--- config.mk ---
export PLATFORM = sky130hd
export DESIGN_NAME = arb_mux
export DESIGN_NICKNAME = d
export VERILOG_FILES = /design/src/rtl/arb_pkg.sv /design/src/rtl/arb_mux_rr_pick.sv /design/src/rtl/arb_mux.sv
export SDC_FILE = /design/constraint.sdc
export NUM_CORES = 1
export LEC_CHECK = 0
export BUFFER_PORTS_ARGS = -buffer_cell sky130_fd_sc_hd__buf_2
export CAP_MARGIN = 10
export CELL_PAD_IN_SITES_DETAIL_PLACEMENT = 0
export CELL_PAD_IN_SITES_GLOBAL_PLACEMENT = 1
export CORE_MARGIN = 4
export CORE_UTILIZATION = 30
export CTS_CLUSTER_DIAMETER = 80
export DETAILED_ROUTE_END_ITERATION = 12
export PLACE_DENSITY = 0.79
export SLEW_MARGIN = 20
export SYNTH_ARGS = -nofsm -noshare
export SYNTH_HDL_FRONTEND = slang
export SYNTH_SLANG_ARGS = --single-unit
export TNS_END_PERCENT = 10
--- constraint.sdc ---
create_clock -name clk -period 2.6 [get_ports clk]
set_clock_uncertainty 0.15 [all_clocks]
set_input_delay 0 -clock clk [delete_from_list [all_inputs] [get_ports clk]]
set_output_delay 0 -clock clk [all_outputs]
set_load 0.02 [all_outputs]
--- src/rtl/arb_pkg.sv ---
// Shared constants and helpers for the arb_mux block family.
// Arbitration mode encodings and an elaboration-time log2.
package arb_pkg;

    localparam int MODE_FIXED = 0;
    localparam int MODE_RR    = 1;

    function automatic int clog2(input int n);
        int r;
        r = 0;
        for (int i = 0; i < 31; i++) begin
            if ((1 << i) < n) begin
                r = i + 1;
            end
        end
        return r;
    endfunction

endpackage

--- src/rtl/arb_mux_rr_pick.sv ---
// Pointer-based priority picker for round-robin arbitration.
// Grants the first requester at or above ptr, wrapping modulo N.
module arb_mux_rr_pick
    import arb_pkg::*;
#(
    parameter int N    = 4,
    parameter int SELW = clog2(N)
) (
    input  logic [N-1:0]    req,
    input  logic [SELW-1:0] ptr,
    output logic [SELW-1:0] gnt,
    output logic            gnt_v
);

    int   idx;
    logic found;

    // Scan N positions starting at ptr; the first hit wins.
    always_comb begin
        gnt   = '0;
        found = 1'b0;
        idx   = 0;
        for (int k = 0; k < N; k++) begin
            idx = int'(ptr) + k;
            if (idx >= N) begin
                idx = idx - N;
            end
            if (!found && req[idx]) begin
                gnt   = SELW'(idx);
                found = 1'b1;
            end
        end
        gnt_v = |req;
    end

endmodule

--- src/rtl/arb_mux.sv ---
// Registered N-way mux with valid/ready inputs and one output slot.
// Grant is steered by sel or chosen round-robin, set by MODE.
module arb_mux
    import arb_pkg::*;
#(
    parameter  int WIDTH = 8,
    parameter  int N     = 4,
    parameter  int MODE  = MODE_FIXED,
    localparam int SELW  = clog2(N)
) (
    input  logic               clk,
    input  logic               reset,
    input  logic [N*WIDTH-1:0] in_data,
    input  logic [N-1:0]       in_valid,
    output logic [N-1:0]       in_ready,
    input  logic [SELW-1:0]    sel,
    output logic [WIDTH-1:0]   out_data,
    output logic [SELW-1:0]    out_src,
    output logic               out_valid,
    input  logic               out_ready
);

    logic            load;
    logic [SELW-1:0] gnt;
    logic            gnt_v;

    assign load = !out_valid || out_ready;

    generate
        if (MODE == MODE_RR) begin : g_rr
            logic [SELW-1:0] ptr;
            logic            unused_sel;

            assign unused_sel = ^sel;

            arb_mux_rr_pick #(
                .N    (N),
                .SELW (SELW)
            ) u_pick (
                .req   (in_valid),
                .ptr   (ptr),
                .gnt   (gnt),
                .gnt_v (gnt_v)
            );

            // Advance past the winner so it drops to lowest priority.
            always_ff @(posedge clk or posedge reset) begin
                if (reset) begin
                    ptr <= '0;
                end else if (load && gnt_v) begin
                    ptr <= (int'(gnt) == N - 1) ? '0 : gnt + 1'b1;
                end
            end
        end else begin : g_fixed
            logic [(1 << SELW)-1:0] vpad;

            // Zero-pad so an out-of-range sel reads as not valid.
            always_comb begin
                vpad        = '0;
                vpad[N-1:0] = in_valid;
            end

            assign gnt   = sel;
            assign gnt_v = vpad[sel];
        end
    endgenerate

    // One-hot ready for the granted input; silent while in reset.
    always_comb begin
        in_ready = '0;
        if (!reset && load && gnt_v) begin
            in_ready[gnt] = 1'b1;
        end
    end

    // Output slot: refill on load, empty when nothing is granted.
    always_ff @(posedge clk or posedge reset) begin
        if (reset) begin
            out_valid <= 1'b0;
            out_data  <= '0;
            out_src   <= '0;
        end else if (load) begin
            if (gnt_v) begin
                out_valid <= 1'b1;
                out_data  <= in_data[int'(gnt)*WIDTH +: WIDTH];
                out_src   <= gnt;
            end else begin
                out_valid <= 1'b0;
            end
        end
    end

endmodule
==> flow_summary.yaml <==
outcome:
  status: "finished clean"
timing:
  slew_headroom_pct: 72.97
  period_share_pct: 66.94
  finalSetupTns_ns: 0
  layout_setup_ws_ns: 0.8595
  rsz0062_at_grt: "false"
  setup_viol: 0
  final-hold-violation-count: 0
  tightest_slew_ns: 0.4051
  period_minus_slack_ns: 1.740
  maxSlewViolCount: 0
  fmax_mhz: 574.6
synthesis:
  ys_async_sr_fraction_pct: 100.0
  synth_area_leader_cell: "dfrtp_1"
  ys_seq_area_share_pct: 37.54
  ys_warn_count: 0
  synth_flop_cell: "dfrtp_1"
  syn_area_per_cell_um2: 14.96
  synth_edf_count: 0
  syn_nets: 90
  synth_top_cells_by_count: "11 x dfrtp_1, 9 x mux2_4, 8 x mux4_2"
  synth_top_area_share_pct: 37.54
  synth_cell_types: 17
  synthCells: 49
  yosysMostFrequentCell: "dfrtp_1"
  synthTopCellsByArea: "dfrtp_1 38%, mux4_2 25%, mux2_4 18%"
  synth_area_um2: 733.2
  ys_seq_elements: 11
placed_design:
  buffer_ports.inserted: 55
  place_hpwl_um: 1588
  gp_congestion: 0.7181
  dpl_worst_slack_ns: 0.8996
setup_path:
  r2r_end: "out_data[1]"
  rr_worst_depth: 4
  critPathLaunchType: "flop"
  critPathKind: "flop to output pin"
  cp.arrival_ns: 1.59
  critPathMaxFanout: 4
  timing.rr.start: "out_valid"
  required_ns: 2.45
  r2r_slack_ns: 0.92
  crit_path_end_kind: "output pin"
  worstSetupStartpoint: "out_valid"
hold_path:
  holdPathStages: 3
  hp-class: "input pin to flop"
  worstHoldStart: "in_data[16]"
  min_to: "out_data[0]"
detailed_routing:
  drcViolationCount: 0
  antenna_left: 0
  dr.pass1.iters: 2
  wl_per_cell_um: 14.19
  first_iter_violations: 2
  viasPerCell: 4.681
  vias: 632
  wirelength_um: 1915
clock_network:
  cts_root_buf: "clkbuf_4"
  h-tree-depth: 1
  cts_buffer_depth: 2
  tritoncts: "done"
  cts.sinks: 11
  clk_latency_ns: 0.26
  clk_pin_slew_ns: 0.07
  numCtsBuffers: 3
global_route:
  antenna_found_initial: 0
  grt_use_total_pct: 12.13
  overflow: 0
  grt_max_degree: 16
  grt_pass1_wl_um: 3015
  grt_pass1_vias: 703
die:
  io_pins: 56
  core_area_um2: 2276
  dieArea_um2: 3299
  die_w_um: 57.44
  die-height_um: 57.44
  std_cell_rows: 17
  start_util_pct: 32.22
power:
  ir_worst_vdd_uv: 242.6
  leakagePower_uw: 0.0005535
  p_per_area_nw_per_um2: 564.6
cells_and_area:
  syn_to_final_growth_pct: 45.56
  final_core_util_pct: 46.89
  fill_cells: 216
  diodes: 0
  final_layout_size_suffix_gt1_share_pct: 73.83
  finalNetCount: 149
flow_run:
  cap_violations: 0
[placed cells by master (no fill, tap or decap), drive strengths merged]
| master | count |
|---|---|
| buf | 55 |
| dfrtp | 11 |
| mux2 | 10 |
| mux4 | 8 |
| nand2 | 4 |
| clkbuf | 4 |
| dlygate4sd3 | 3 |
| nor4b | 2 |
| nor4 | 2 |
| inv | 2 |
| mux2i | 1 |
| nand2b | 1 |
| or3b | 1 |
| nand3 | 1 |
| and2 | 1 |
| o21ai | 1 |
[area by class of cell]
cell class | instances | area [µm²] | area share [%]
Sequential cell | 11 | 275.3 | 25.79
Clock buffer | 4 | 26.28 | 2.462
Multi-Input combinational cell | 32 | 417.9 | 39.16
Timing Repair Buffer | 58 | 305.3 | 28.61
Inverter | 2 | 7.507 | 0.7034
Tap cell | 28 | 35.03 | 3.283
[metrics by stage]
stage          hold slack [ns]  total power (µW)  cell area [µm²]  std cells
3_3_place_gp           -0.1009             487.5             1011        128
3_5_place_dp          -0.09945             494.1             1011        128
4_1_cts                0.02758             613.3             1067        135
2_1_floorplan          -0.2976             407.3            733.2         49
6_report               0.03130             602.6             1067        135
5_1_grt                0.02798             645.0             1067        135
[state kept, by name, indices dropped and copies added (netlist names)]
signal,flops
out_valid,1
out_data,8
out_src,2
[how the worst max path moves through the flow]
stage,end,cells past startpoint,slack (ns)
after CTS,in_ready[2],4,0.84
final,in_ready[2],4,0.86
after floorplan,in_ready[2],3,0.75
after detailed placement,out_data[1],5,0.90
after global routing,in_ready[2],4,0.76
after global placement,out_data[0],5,0.93
[critical path, stage by stage (launching register included)]
cell and delay, ns:
dfrtp_1 0.38, nand2b_1 0.10, or3b_4 0.41, nor4b_1 0.23, buf_2 0.21
[power breakdown]
group	switching (µW)	total (µW)	internal (µW)
Clock	53.0	112	59.2
Combinational	119	254	135
Sequential	23.8	237	213
Total	196	603	407
[cell families (layout without fill, tap and decap cells)]
group / after synthesis / in the layout / share of synthesized area, %
compound gates: 1 / 1 / 0.6819
flops: 11 / 11 / 37.54
buf+inv: 6 / 64 / 5.460
simple gates: 12 / 12 / 10.41
mux: 19 / 19 / 45.90
[routing by layer]
metal | global-route usage, % | vias to the layer above | part of all wire [%] | wire (µm)
li1 | - | 306 | - | -
met1 | 12.69 | 292 | 38 | 727
met2 | 20.97 | 32 | 50 | 960
met3 | 4.751 | 2 | 11 | 208
met4 | 5.960 | 0 | 0.94 | 18
met5 | 0 | - | 0 | 0
[what timing repair did]
| item | CTS | global route |
|---|---|---|
| endpoints found under the hold margin | 12 | 0 |
| buffers inserted | 0 | 0 |
| hold buffers | 3 | 0 |
| gates resized for setup | 0 | 0 |
(Power assumes the default switching activity.)
